**config.mk**
```make
export PLATFORM = sky130hd
export DESIGN_NAME = demux4_stream
export DESIGN_NICKNAME = d
export VERILOG_FILES = /design/src/rtl/demux4_pkg.sv /design/src/rtl/chan_fifo2.sv /design/src/rtl/demux4_stream.sv
export SDC_FILE = /design/constraint.sdc
export NUM_CORES = 1
export LEC_CHECK = 0
export CORE_MARGIN = 5
export CORE_UTILIZATION = 47
export DETAILED_ROUTE_END_ITERATION = 6
export GPL_ROUTABILITY_DRIVEN = 0
export PLACE_DENSITY_LB_ADDON = 0.15
export REMOVE_ABC_BUFFERS = 1
export SYNTH_ARGS = -nofsm -noshare
export SYNTH_HDL_FRONTEND = slang
export SYNTH_SLANG_ARGS = --single-unit
```
**constraint.sdc**
```tcl
create_clock -name clk -period 1.8 [get_ports clk]
set_input_delay 0.18 -clock clk [delete_from_list [all_inputs] [get_ports clk]]
set_output_delay 0.18 -clock clk [all_outputs]
set_load 0.1 [all_outputs]
```
**src/rtl/demux4_pkg.sv**
```systemverilog
// Shared constants and types for the 1-to-4 stream demultiplexer.
package demux4_pkg;

    localparam int CH_NUM = 4;
    localparam int DEPTH  = 2;
    localparam int SEL_W  = 2;

    typedef logic [1:0] occ_t;

    // Occupancy of one channel buffer; the encoding equals the entry count.
    typedef enum logic [1:0] {
        EMPTY = 2'd0,
        ONE   = 2'd1,
        FULL  = 2'd2
    } occ_state_t;

endpackage

```
**src/rtl/chan_fifo2.sv**
```systemverilog
// Two-entry channel buffer with registered head, valid, full and occupancy.
// Entry 0 is always the head, so the head payload needs no output mux.
//
// state | meaning
// EMPTY | no beat held, head payload is stale
// ONE   | head valid in entry 0
// FULL  | head in entry 0, next beat in entry 1
module chan_fifo2
    import demux4_pkg::*;
#(
    parameter int WIDTH = 8
) (
    input  logic             clk,
    input  logic             rst_n,
    input  logic             push,
    input  logic [WIDTH-1:0] push_data,
    input  logic             pop,
    output logic [WIDTH-1:0] head_data,
    output logic             valid,
    output logic             full,
    output occ_t             occ
);

    occ_state_t       state_q, state_d;
    logic [WIDTH-1:0] mem0_q, mem0_d;
    logic [WIDTH-1:0] mem1_q, mem1_d;

    // State and storage registers; reset discards any buffered beats.
    always_ff @(posedge clk or negedge rst_n) begin
        if (!rst_n) begin
            state_q <= EMPTY;
            mem0_q  <= '0;
            mem1_q  <= '0;
        end else begin
            state_q <= state_d;
            mem0_q  <= mem0_d;
            mem1_q  <= mem1_d;
        end
    end

    // Next occupancy and entry contents. Push in FULL and pop in EMPTY are
    // ignored so a misbehaving caller cannot corrupt the buffer.
    always_comb begin
        state_d = state_q;
        mem0_d  = mem0_q;
        mem1_d  = mem1_q;
        case (state_q)
            EMPTY: begin
                if (push) begin
                    mem0_d  = push_data;
                    state_d = ONE;
                end
            end
            ONE: begin
                if (push && pop) begin
                    mem0_d = push_data;
                end else if (push) begin
                    mem1_d  = push_data;
                    state_d = FULL;
                end else if (pop) begin
                    state_d = EMPTY;
                end
            end
            FULL: begin
                if (pop) begin
                    mem0_d  = mem1_q;
                    state_d = ONE;
                end
            end
            default: state_d = EMPTY;
        endcase
    end

    assign head_data = mem0_q;
    assign occ       = occ_t'(state_q);
    assign valid     = (state_q != EMPTY);
    assign full      = (occ == occ_t'(DEPTH));

endmodule

```
**src/rtl/demux4_stream.sv**
```systemverilog
// Registered 1-to-4 stream demultiplexer. Each channel owns a two-entry
// buffer, so only traffic addressed to a stalled consumer is held back.
module demux4_stream
    import demux4_pkg::*;
#(
    parameter int WIDTH = 8
) (
    input  logic                    clk,
    input  logic                    rst_n,
    input  logic [WIDTH-1:0]        in_data,
    input  logic [SEL_W-1:0]        in_sel,
    input  logic                    in_valid,
    output logic                    in_ready,
    output logic [CH_NUM*WIDTH-1:0] out_data,
    output logic [CH_NUM-1:0]       out_valid,
    input  logic [CH_NUM-1:0]       out_ready,
    output logic [2*CH_NUM-1:0]     occ
);

    logic [CH_NUM-1:0] full_vec;
    logic [CH_NUM-1:0] push_vec;
    logic [CH_NUM-1:0] pop_vec;

    // Ready only looks at the selected channel's registered full flag, which
    // keeps consumer ready and producer valid out of this path.
    assign in_ready = ~full_vec[in_sel];

    for (genvar k = 0; k < CH_NUM; k++) begin : g_chan
        assign push_vec[k] = in_valid && in_ready && (in_sel == SEL_W'(k));
        assign pop_vec[k]  = out_valid[k] && out_ready[k];

        chan_fifo2 #(
            .WIDTH(WIDTH)
        ) u_fifo (
            .clk       (clk),
            .rst_n     (rst_n),
            .push      (push_vec[k]),
            .push_data (in_data),
            .pop       (pop_vec[k]),
            .head_data (out_data[k*WIDTH +: WIDTH]),
            .valid     (out_valid[k]),
            .full      (full_vec[k]),
            .occ       (occ[2*k +: 2])
        );
    end

endmodule

```
; ---- Yosys cells after proc, flatten, opt, wreduce, memory -nomap -nowiden
; Index checks and enable logic that the tools add are counted.
[totals]
regBits = 72
in_bits = 17
[classes]
magnitude_cmp = 1
n_eq_ne = 31
muxes = 42
n_bitwise = 5
n_reduce_logical = 38
[ops]
columns = cell, count
row1 = 8-bit 2-to-1 mux, 12
row2 = 8-bit case mux with 3 select lines, 4
row3 = 2-bit 2-to-1 mux, 20
row4 = 4-bit AND reduction, 8
row5 = 2-bit by 1-bit inequality test with 1-bit output (second input constant), 12
row6 = 2-bit case mux with 3 select lines, 4
row7 = 1-bit logical AND, 13
row8 = 2-bit equality test (second input constant), 6
row9 = 3-bit by 1-bit inequality test with 1-bit output (second input constant), 4
row10 = 3-bit AND reduction, 4
row11 = 3-bit nonzero test, 4
row12 = 2-bit by 1-bit equality test with 1-bit output (second input constant), 5
row13 = 2-bit logical NOT, 5
row14 = 2-bit inequality test (second input constant), 4
row15 = 2-bit nonzero test, 4
row16 = 1-bit NOT, 5
row17 = 2-bit by 3-bit < comparator with 1-bit output (second input constant), 1
row18 = 1-bit binary-select mux with 2-bit select, 1
row19 = 1-bit 2-to-1 mux, 1

; ---- Logic depth before layout (Yosys ltp)
; Gate-level depths: netlist of the first run.
[depth]
ltp_word = 9
mapped_depth = 5
ltp_nobuf = 3

; ---- By module
; From an unflattened synthesis of the first run, not the netlist that was laid out.
[hier_totals]
hier_cells = 237
hier_area_um2 = 3493.4
[by_module_without_submodules]
columns = mod, instances, cells_per_inst, area_each_um2
row1 = chan_fifo2 at g_chan[1].u_fifo ..., 3, 57, 855.8
row2 = chan_fifo2 at g_chan[0].u_fifo, 1, 55, 837.1
row3 = demux4_stream, 1, 11, 88.8

; ---- Worst setup path after synthesis of the first run
; OpenSTA, ideal clock, no wires.
[synth_timing]
kind = register to register
start = reg g_chan[2].u_fifo.state_q[1]
end = reg g_chan[2].u_fifo.mem0_q[0]
t_arrival_ns = 2.326
t_required_ns = 1.675
path_slack_ns = -0.652
stages_incl_launch_ff = 6
n_path_buf = 2
period_less_slack_ns = 2.452
path_cell_list = dfrtp_1 clkbuf_1 nor2b_1 clkbuf_1 mux2_2 mux2_2
[synth_between]
elab_chain_len = 9
[synth_rtl]
columns = element, line_no
row1 = "start, declared", chan_fifo2.sv:24  ; occ_state_t state_q, state_d;
row2 = "start signal, assigned", chan_fifo2.sv:35  ; state_q <= state_d;
row3 = 2-bit equality test, "chan_fifo2.sv:47, chan_fifo2.sv:77"
row4 = 1-bit binary-select mux with 2-bit select, demux4_stream.sv:26  ; assign in_ready = ~full_vec[in_sel];
row5 = 1-bit 2-to-1 mux (implied by the code), demux4_stream.sv:26
row6 = 1-bit NOT, demux4_stream.sv:26
row7 = 1-bit logical AND (2 in series), demux4_stream.sv:29  ; assign push_vec[k] = in_valid && in_ready && (in_sel == SEL_W'(k));
row8 = 1-bit logical AND, chan_fifo2.sv:55  ; if (push && pop) begin
row9 = 2-bit by 1-bit inequality test with 1-bit output (no line), -
row10 = 4-bit AND reduction (no line), -
row11 = "end signal, assigned", chan_fifo2.sv:36  ; mem0_q <= mem0_d;
row12 = "end, declared", chan_fifo2.sv:25  ; logic [WIDTH-1:0] mem0_q, mem0_d;
; Parallel ways exist; a longest one is shown, timed or not. The select of a mux whose other input is x is not followed.
; A chain may end at the register's enable or synchronous reset.

; ---- Final worst setup path of the first run
[layout_timing]
start = reg g_chan[3].u_fifo.state_q[0]
end = out in_ready
[layout_between]
elab_chain_len = 4
[layout_rtl]
columns = element, line_no
row1 = "start, declared", chan_fifo2.sv:24
row2 = "start signal, assigned", chan_fifo2.sv:35
row3 = 2-bit equality test, chan_fifo2.sv:77  ; assign full = (occ == occ_t'(DEPTH));
row4 = 1-bit binary-select mux with 2-bit select, demux4_stream.sv:26
row5 = 1-bit 2-to-1 mux (implied by the code), demux4_stream.sv:26
row6 = 1-bit NOT, demux4_stream.sv:26
row7 = "end, declared", demux4_stream.sv:13  ; output logic in_ready,
; No other way between the ends. The select of a mux whose other input is x is not followed.

==> key figures, run 1 <==
Floorplanning
  – Die outline area: about 9200 um2
  – Floorplan row count: 31
  – I/O pin count: 62
  – Width of the die: 96.2 um
  – Area inside the core boundary: slightly above 7000 um2
  – Starting density of the core: 48.1%
  – Height of the die: 96.2 um

GRT
  – Via count of the first global-routing pass: around 2500
  – Number of antenna violations at the first check in global routing: 0
  – Wire length of the first global-routing pass: 12900 um
  – Global-route usage over all layers: 18.4%
  – Total gr overflow: 0
  – Largest net degree at the start of global routing: 23

CTS
  – TritonCTS clock tree: built
  – Clk buf depth: 2
  – Deepest level of the CTS H-tree: 3
  – Clock root buffer: sky130_fd_sc_hd__clkbuf_8
  – Inserted Clock Buffers: 9
  – Clk sinks: 72
  – Later-pin clock latency in the skew report: 0.33 ns
  – Clock slew at reported path FFs: around 0.070 ns

Synth
  – Post-synthesis register bit count: 72
  – EDFF count, synth: 0
  – Mean post-synth cell area: 13.9 um2
  – Post-Syn Area: 3490 um2
  – Top_reg_cell synth: sky130_fd_sc_hd__dfrtp_1
  – Gate count of the mapped netlist: 251
  – FFs w/ async S/R, synth: 100%
  – Number of synthesis warnings: 0
  – Proportion of synthesized chip area in sequential cells: 51.6%
  – Number of distinct library cells after synthesis: 32

STA
  – Unrepaired setup endpoints after global routing: true
  – Final min period: 1.76 ns
  – Period Utilization, post-route: slightly below 100%
  – Transition time at the pin with the least slew margin: between 0.4 and 0.5 ns
  – Maximum clock skew at final layout: 0.00643 ns
  – Final number of max-transition violations: 0
  – F_max: approximately 570 MHz
  – Setup slack of the critical path after layout: ~0.039 ns
  – Number of endpoints with negative hold slack in the final report: 0
  – Final-report setup violation count: 0
  – Max-slew headroom: 67.4%

Min path
  – Kind of path behind the tightest hold check: in2async

Power
  – Switching Fraction: 44.9%
  – Power spent charging and discharging nets: slightly below 3 mW
  – Share of total power in the clock network: 19.3%
  – Logic gate share of total power: 46.6%
  – Sequential cell fraction of total power: 34.1%
  – Peak supply drop: just under 0.8 mV
  – Cell-internal power: 3.65 mW
  – Static Leakage: ~2.2 nW
  – Power Density: 1390 nW/um2
  – Power, Total: 6.63 mW

Detailed routing
  – Number of violations reported at the end of detailed-routing iteration 0: 76
  – Post-detailed-route wirelength per cell: ~17 um
  – Residual DRC count: 0
  – Number of vias after detailed routing: 2394
  – Vias per cell: 5.25
  – DRT Pass-1 Iters: 4
  – Post-detailed-route count of antenna-violating nets: 0
  – Total Wirelength: 7760 um

Job
  – Max-capacitance violation count: 0

Worst setup path
  – Slowest cell on the critical path: sky130_fd_sc_hd__mux4_2
  – Arrival time at the worst endpoint: approximately 1.6 ns
  – Reg-to-Reg Start: g_chan[1].u_fifo.occ[0]
  – Data required time of the critical path: about 1.6 ns
  – Type of the setup path with the least slack: reg2out
  – Nature of the critical path startpoint: register
  – Cells along the critical path: nand2b_4 -> mux4_2 -> buf_12
  – Crit path max fanout: 2
  – Delay of the slowest cell on the worst path: 0.51 ns
  – Crit. End Element: output port
  – CP startpoint: g_chan[3].u_fifo.occ[0]

Placement
  – DP Worst Slack: -0.227 ns
  – HPWL Detailed: about 5500 um
  – Count of buffers inserted at the top-level ports: 61

Finish
  – Net count reported at finish: 369
  – Filler cells: 556
  – Fraction of layout instances using a drive strength above 1: 57.4%
  – Diode insertion count for antenna repair: 0
  – Area delta synth->final: 37.2%

Outcome
  – Run status: finished clean
==> power by group through the flow <==
| stage | Sequential [mW] | Clock (mW) | Combinational (mW) |
|---|---|---|---|
| 2_1_floorplan | 3.86 | 0 | 0.683 |
| 3_3_place_gp | 2.29 | 0 | 3.02 |
| 3_5_place_dp | 2.31 | 0 | 3.06 |
| 4_1_cts | 2.27 | 1.32 | 3.11 |
| 5_1_grt | 2.32 | 1.40 | 3.21 |
| 6_report | 2.26 | 1.28 | 3.09 |
==> final cells by class <==
cell class	instances	area, um2	share of cell area (%)
tap	99	124	2.59
timing repair buffer	107	1050	21.9
clock buffer	12	145	3.03
clock inverter	4	53.8	1.12
inverter	8	30.0	0.627
multi-input combinational	154	1580	33.0
sequential	72	1810	37.8
==> synth_stat cells, types with 2 or more instances <==
master                     instances  area (um2)
sky130_fd_sc_hd__nor2b_1           7        43.8
sky130_fd_sc_hd__mux2i_1           5        50.1
sky130_fd_sc_hd__dfrtp_1          72        1800
sky130_fd_sc_hd__o31ai_4           2        42.5
sky130_fd_sc_hd__or3b_2            2        17.5
sky130_fd_sc_hd__o32ai_1           8        70.1
sky130_fd_sc_hd__o22ai_1           3        18.8
sky130_fd_sc_hd__nand2_1           5        18.8
sky130_fd_sc_hd__mux2_2           64         721
sky130_fd_sc_hd__nand3b_1          7        52.6
sky130_fd_sc_hd__o21a_1            2        15.0
sky130_fd_sc_hd__buf_6             3        33.8
sky130_fd_sc_hd__a21oi_1           4        20.0
sky130_fd_sc_hd__or3b_1            2        17.5
sky130_fd_sc_hd__or2_2             4        25.0
sky130_fd_sc_hd__mux2_4           16         240
sky130_fd_sc_hd__nand2b_1          5        31.3
sky130_fd_sc_hd__clkbuf_1          6        22.5
sky130_fd_sc_hd__buf_2             4        20.0
sky130_fd_sc_hd__inv_1             8        30.0
sky130_fd_sc_hd__a31oi_1           8        50.1
sky130_fd_sc_hd__buf_4             4        30.0
==> sequential cells by signal, summed over array words and instances, names as in the netlist <==
signal and cells:
g_chan.u_fifo.occ 8, g_chan.u_fifo.mem1_q 32, g_chan.u_fifo.head_data 32
==> cells in the final DEF (no fill, tap or decap), types with 4 or more instances in the layout <==
master and count:
sky130_fd_sc_hd__mux2_2 64, sky130_fd_sc_hd__or2_2 4, sky130_fd_sc_hd__nand2_1 5, sky130_fd_sc_hd__buf_12 16
sky130_fd_sc_hd__nand3b_1 7, sky130_fd_sc_hd__clkbuf_8 10, sky130_fd_sc_hd__a31oi_1 8, sky130_fd_sc_hd__mux2_4 16
sky130_fd_sc_hd__dfrtp_2 5, sky130_fd_sc_hd__a21oi_1 4, sky130_fd_sc_hd__buf_4 73, sky130_fd_sc_hd__o32ai_1 8
sky130_fd_sc_hd__mux2i_1 5, sky130_fd_sc_hd__inv_1 8, sky130_fd_sc_hd__nand2b_4 4, sky130_fd_sc_hd__dfrtp_1 67
sky130_fd_sc_hd__nor2b_1 7, sky130_fd_sc_hd__clkdlybuf4s50_1 15
==> path summary, 6_finish.rpt <==
check                           slack (ns)                            end  cells after the start
worst max-delay path                  0.04                       in_ready                      3
worst min-delay path                  0.34     g_chan[3].u_fifo.mem1_q[5]                      2
worst max register to register        0.11  g_chan[1].u_fifo.head_data[2]                      6
worst min register to register        0.51  g_chan[1].u_fifo.head_data[7]                      1
max in group asynchronous             0.79        g_chan[0].u_fifo.occ[1]                      3
min in group clk                      0.51  g_chan[1].u_fifo.head_data[7]                      1
==> worst max-delay path, delay by kind of cell, from the launching register on <==
family / cells / cell delay [ns]
buffers and inverters: 1 / 0.19
flip-flops: 1 / 0.41
multiplexers: 1 / 0.51
AND/OR/NAND/NOR: 1 / 0.14
==> stage by stage <==
step / utilization (%) / std cells / area [um2] / hold slack (ns) / TNS, ns
after floorplan: - / 234 / 3380 / -0.116 / -28.12
after global placement: 61.9 / 433 / 4490 / 0.179 / -6.61
after detailed placement: 61.9 / 433 / 4490 / 0.179 / -7.29
after CTS: 65.6 / 454 / 4760 / 0.353 / 0
after global routing: 66.0 / 456 / 4790 / 0.372 / -0.00884
final: 66.0 / 456 / 4790 / 0.343 / 0
==> timing repair <==
action | CTS | global route
hold buffers | 1 | 0
setup endpoints to repair | 1 | 1
hold endpoints to repair | 16 | 0
setup buffers | 4 | 2
gates resized for setup | 7 | 2
pin swaps | 0 | 0
==> per-layer routing <==
layer / track usage [%] / vias to the layer above / share of wire (%)
li1: - / 1119 / -
met1: 26.1 / 1207 / 45
met2: 27.7 / 59 / 49
met3: 4.07 / 9 / 4.6
met4: 6.28 / 0 / 1.6
met5: 0 / - / 0
==> logic make-up (layout without fill, tap and decap cells) <==
logic type,after synthesis,after routing,share of synthesized area (%)
multiplexers,86,86,29.6
flip-flops,72,72,51.6
AND/OR/NAND/NOR,38,38,7.46
AO/OA/AOI/OAI,30,30,7.35
buffers and inverters,25,131,3.91
(Power assumes the default switching activity.)
==> inputs of run 2 (changes only) <==
--- a/config.mk
+++ b/config.mk
@@ -5,8 +5,9 @@
 export SDC_FILE = /design/constraint.sdc
 export NUM_CORES = 1
 export LEC_CHECK = 0
+export ABC_AREA = 1
 export CORE_MARGIN = 5
-export CORE_UTILIZATION = 47
+export CORE_UTILIZATION = 45
 export DETAILED_ROUTE_END_ITERATION = 6
 export GPL_ROUTABILITY_DRIVEN = 0
 export PLACE_DENSITY_LB_ADDON = 0.15
==> key figures, run 2 <==
Job
  – Max-capacitance violation count: 0 (unchanged)

STA
  – Number of endpoints with negative hold slack in the final report: 0 (unchanged)
  – Maximum clock skew at final layout: 0.00706 ns (was 0.00643 ns)
  – Final min period: 1.73 ns (was 1.76 ns)
  – Transition time at the pin with the least slew margin: 0.353 ns (was 0.488 ns)
  – Final number of max-transition violations: 0 (unchanged)
  – Final-report setup violation count: 0 (unchanged)
  – Unrepaired setup endpoints after global routing: true (unchanged)
  – Period Utilization, post-route: 96.0% (was 97.8%)
  – F_max: 579 MHz (was 568 MHz)
  – Max-slew headroom: 76.4% (was 67.4%)

Finish
  – Filler cells: 632 (was 556)
  – Sequential cell area in the final layout: 1800 um2 (was 1810 um2)
  – Footprint of the multi-input gates: 1480 um2 (was 1580 um2)
  – Finished Core Util: 63.0% (was 66.0%)
  – Area delta synth->final: 35.0% (was 37.2%)
  – Most used cells in the layout excluding fill and tap cells: 157 x sky130_fd_sc_hd__nand2_1, 72 x sky130_fd_sc_hd__dfrtp_1, 62 x sky130_fd_sc_hd__buf_4 (was 73 x sky130_fd_sc_hd__buf_4, 67 x sky130_fd_sc_hd__dfrtp_1, 64 x sky130_fd_sc_hd__mux2_2)
  – Diode insertion count for antenna repair: 0 (unchanged)
  – Net count reported at finish: 523 (was 369)
  – Fraction of layout instances using a drive strength above 1: 25.8% (was 57.4%)
  – Leading cell type in the layout, fill and taps excluded: sky130_fd_sc_hd__nand2_1 (was sky130_fd_sc_hd__buf_4)

Worst setup path
  – Reg-to-Reg Start: g_chan[2].u_fifo.occ[1] (was g_chan[1].u_fifo.occ[0])
  – Data required time of the critical path: 1.62 ns (about the same)
  – Arrival time at the worst endpoint: 1.55 ns (was 1.58 ns)
  – Worst reg2reg endpoint: g_chan[0].u_fifo.head_data[4] (was g_chan[1].u_fifo.head_data[2])
  – Register-to-register path setup slack: 0.08 ns (was 0.11 ns)
  – CP startpoint: g_chan[2].u_fifo.occ[1] (was g_chan[3].u_fifo.occ[0])
  – Crit. End Element: output port (unchanged)
  – Type of the setup path with the least slack: reg2out (unchanged)
  – Worst setup endpoint: in_ready (unchanged)
  – Depth of the most critical reg-to-reg path: 11 (was 6)
  – Crit path max fanout: 5 (was 2)
  – Nature of the critical path startpoint: register (unchanged)

Synth
  – Top_reg_cell synth: sky130_fd_sc_hd__dfrtp_1 (unchanged)
  – Gate count of the mapped netlist: 413 (was 251)
  – Number of distinct library cells after synthesis: 21 (was 32)
  – Post-Syn Area: 3400 um2 (was 3490 um2)
  – EDFF count, synth: 0 (unchanged)
  – Post-synthesis register bit count: 72 (unchanged)
  – Dominant cells by area after synthesis: sky130_fd_sc_hd__dfrtp_1 53%, sky130_fd_sc_hd__nand2_1 17%, sky130_fd_sc_hd__nand3_1 5.1%, sky130_fd_sc_hd__o21ai_0 4.7%, sky130_fd_sc_hd__o21ai_1 3.5% (was sky130_fd_sc_hd__dfrtp_1 52%, sky130_fd_sc_hd__mux2_2 21%, sky130_fd_sc_hd__mux2_4 6.9%, sky130_fd_sc_hd__o32ai_1 2.0%, sky130_fd_sc_hd__nand3b_1 1.5%)
  – Count leader, synth: sky130_fd_sc_hd__nand2_1 (was sky130_fd_sc_hd__dfrtp_1)
  – Number of synthesis warnings: 0 (unchanged)
  – Most numerous cell types in the synthesized netlist: 155 x sky130_fd_sc_hd__nand2_1, 72 x sky130_fd_sc_hd__dfrtp_1, 35 x sky130_fd_sc_hd__nand3_1, 32 x sky130_fd_sc_hd__o21ai_0, 26 x sky130_fd_sc_hd__inv_1 (was 72 x sky130_fd_sc_hd__dfrtp_1, 64 x sky130_fd_sc_hd__mux2_2, 16 x sky130_fd_sc_hd__mux2_4)
  – Proportion of synthesized chip area in sequential cells: 52.9% (was 51.6%)
  – Share of Yosys cell area claimed by the top area cell type: 52.9% (was 51.6%)
  – Dominant cell type by area after synthesis: sky130_fd_sc_hd__dfrtp_1 (unchanged)
  – Mean post-synth cell area: 8.24 um2 (was 13.9 um2)
  – FFs w/ async S/R, synth: 100% (unchanged)

CTS
  – Clk sinks: 72 (unchanged)
  – Deepest level of the CTS H-tree: 3 (unchanged)
  – Clock slew at reported path FFs: 0.07 ns (about the same)
  – Inserted Clock Buffers: 9 (unchanged)
  – Clock root buffer: sky130_fd_sc_hd__clkbuf_8 (unchanged)
  – TritonCTS clock tree: built (unchanged)
  – Clk buf depth: 2 (unchanged)
  – Later-pin clock latency in the skew report: 0.34 ns (was 0.33 ns)

Floorplanning
  – Width of the die: 97.0 um (was 96.2 um)
  – Starting density of the core: 46.7% (was 48.1%)
  – Area inside the core boundary: 7290 um2 (was 7250 um2)
  – I/O pin count: 62 (unchanged)
  – Die outline area: 9400 um2 (was 9240 um2)
  – Floorplan row count: 31 (unchanged)
  – Height of the die: 97.0 um (was 96.2 um)

GRT
  – Via count of the first global-routing pass: 2926 (was 2483)
  – Largest net degree at the start of global routing: 35 (was 23)
  – Global-route usage over all layers: 17.8% (was 18.4%)
  – Number of antenna violations at the first check in global routing: 0 (unchanged)
  – Wire length of the first global-routing pass: 13700 um (was 12900 um)
  – Total gr overflow: 0 (unchanged)

Detailed routing
  – Residual DRC count: 0 (unchanged)
  – Number of violations reported at the end of detailed-routing iteration 0: 133 (was 76)
  – DRT Pass-1 Iters: 4 (unchanged)
  – Number of vias after detailed routing: 2981 (was 2394)
  – Post-detailed-route wirelength per cell: 13.3 um (was 17.0 um)
  – Uppermost signal routing layer after detailed routing: met4 (unchanged)
  – Met3 layer wire length in the routed design: 380 um (was 358 um)
  – Total Wirelength: 8110 um (was 7760 um)
  – Met2 wire length: 3800 um (about the same)
  – Post-detailed-route count of antenna-violating nets: 0 (unchanged)
  – Vias per cell: 4.89 (was 5.25)
  – Post-route met1 wirelength: 3820 um (was 3480 um)

Placement
  – Count of buffers inserted at the top-level ports: 61 (unchanged)
  – HPWL Detailed: 5780 um (was 5530 um)

Min path
  – Kind of path behind the tightest hold check: in2async (unchanged)

Outcome
  – Run status: finished clean (unchanged)

Power
  – Power, Total: 9.44 mW (was 6.63 mW)
  – Static Leakage: 2.33 nW (was 2.21 nW)
  – Power Density: 2060 nW/um2 (was 1390 nW/um2)
  – Peak supply drop: 1.19 mV (was 0.768 mV)
## run 2: cell count changes after synthesis, moves of 8 or more
cell,delta
sky130_fd_sc_hd__mux2_2,-64
sky130_fd_sc_hd__nor2_2,+8
sky130_fd_sc_hd__a31oi_1,-8
sky130_fd_sc_hd__inv_1,+18
sky130_fd_sc_hd__nand2_2,+14
sky130_fd_sc_hd__o21ai_2,+8
sky130_fd_sc_hd__o21ai_1,+24
sky130_fd_sc_hd__nand2_1,+150
sky130_fd_sc_hd__mux2_4,-16
sky130_fd_sc_hd__o32ai_1,-8
sky130_fd_sc_hd__o21ai_0,+31
sky130_fd_sc_hd__nand3_1,+34
sky130_fd_sc_hd__nor2_1,+9
## run 2: layout make-up
class	count	area share [%]
clock buffer	13	3.46
multi-input combinational	304	32.1
timing repair buffer	92	19.4
inverter	27	2.21
sequential	72	39.2
tap	99	2.70
clock inverter	3	0.872
## run 2: where the power goes
| part | leakage, nW | total (mW) | switching, mW | internal (mW) |
|---|---|---|---|---|
| combinational | 1.32 | 5.49 | 4.15 | 1.35 |
| sequential | 0.911 | 2.65 | 0.367 | 2.28 |
| clock | 0.103 | 1.30 | 0.585 | 0.714 |
## run 2: logic make-up after synthesis
group                  share of synthesized area [%]
AND/OR/NAND/NOR                                 30.4
flip-flops                                      52.9
AO/OA/AOI/OAI                                   10.9
buffers and inverters                           5.29
XOR/XNOR                                       0.515
## run 2: timing repair
item	4_1_cts	5_1_grt
hold buffers	1	0
setup buffers	0	4
setup endpoints to repair	0	59
hold endpoints to repair	9	0
gates resized for setup	0	10
## run 2: worst max-delay path, stage by stage, from the launching register on
cell and delay (ns):
sky130_fd_sc_hd__dfrtp_1 0.40, sky130_fd_sc_hd__inv_1 0.09, sky130_fd_sc_hd__nor2_2 0.06, sky130_fd_sc_hd__nand2_1 0.06
sky130_fd_sc_hd__nand2_1 0.08, sky130_fd_sc_hd__nor2_4 0.21, sky130_fd_sc_hd__buf_4 0.16, sky130_fd_sc_hd__buf_12 0.16
## run 2: how the worst min path moves through the flow
stage,startpoint,endpoint,slack [ns],cells after the start
3_3_place_gp,rst_n,g_chan[2].u_fifo.occ[0],0.08,1
6_report,rst_n,g_chan[2].u_fifo.occ[0],0.25,2
5_1_grt,rst_n,g_chan[2].u_fifo.occ[0],0.28,2
3_5_place_dp,rst_n,g_chan[2].u_fifo.occ[0],0.08,1
2_1_floorplan,rst_n,g_chan[0].u_fifo.head_data[0],-0.12,0
4_1_cts,rst_n,g_chan[2].u_fifo.occ[0],0.26,2
## run 2: metal layers
layer / global-route usage (%) / vias up
li1: - / 1524
met3: 4.03 / 11
met2: 27.7 / 57
met5: 0 / -
met1: 24.2 / 1389
met4: 7.02 / 0
## run 2: metrics by stage
step / std cells / setup slack (ns) / setup TNS, ns / instance area (um2) / hold slack [ns]
3_5_place_dp: 587 / -0.145 / -6.15 / 4300 / 0.0771
2_1_floorplan: 401 / -1.19 / -72.86 / 3320 / -0.116
3_3_place_gp: 587 / -0.0930 / -3.57 / 4300 / 0.0823
4_1_cts: 604 / 0.0434 / 0 / 4510 / 0.258
6_report: 610 / 0.0727 / 0 / 4590 / 0.255
5_1_grt: 610 / -0.0607 / -0.436 / 4590 / 0.275
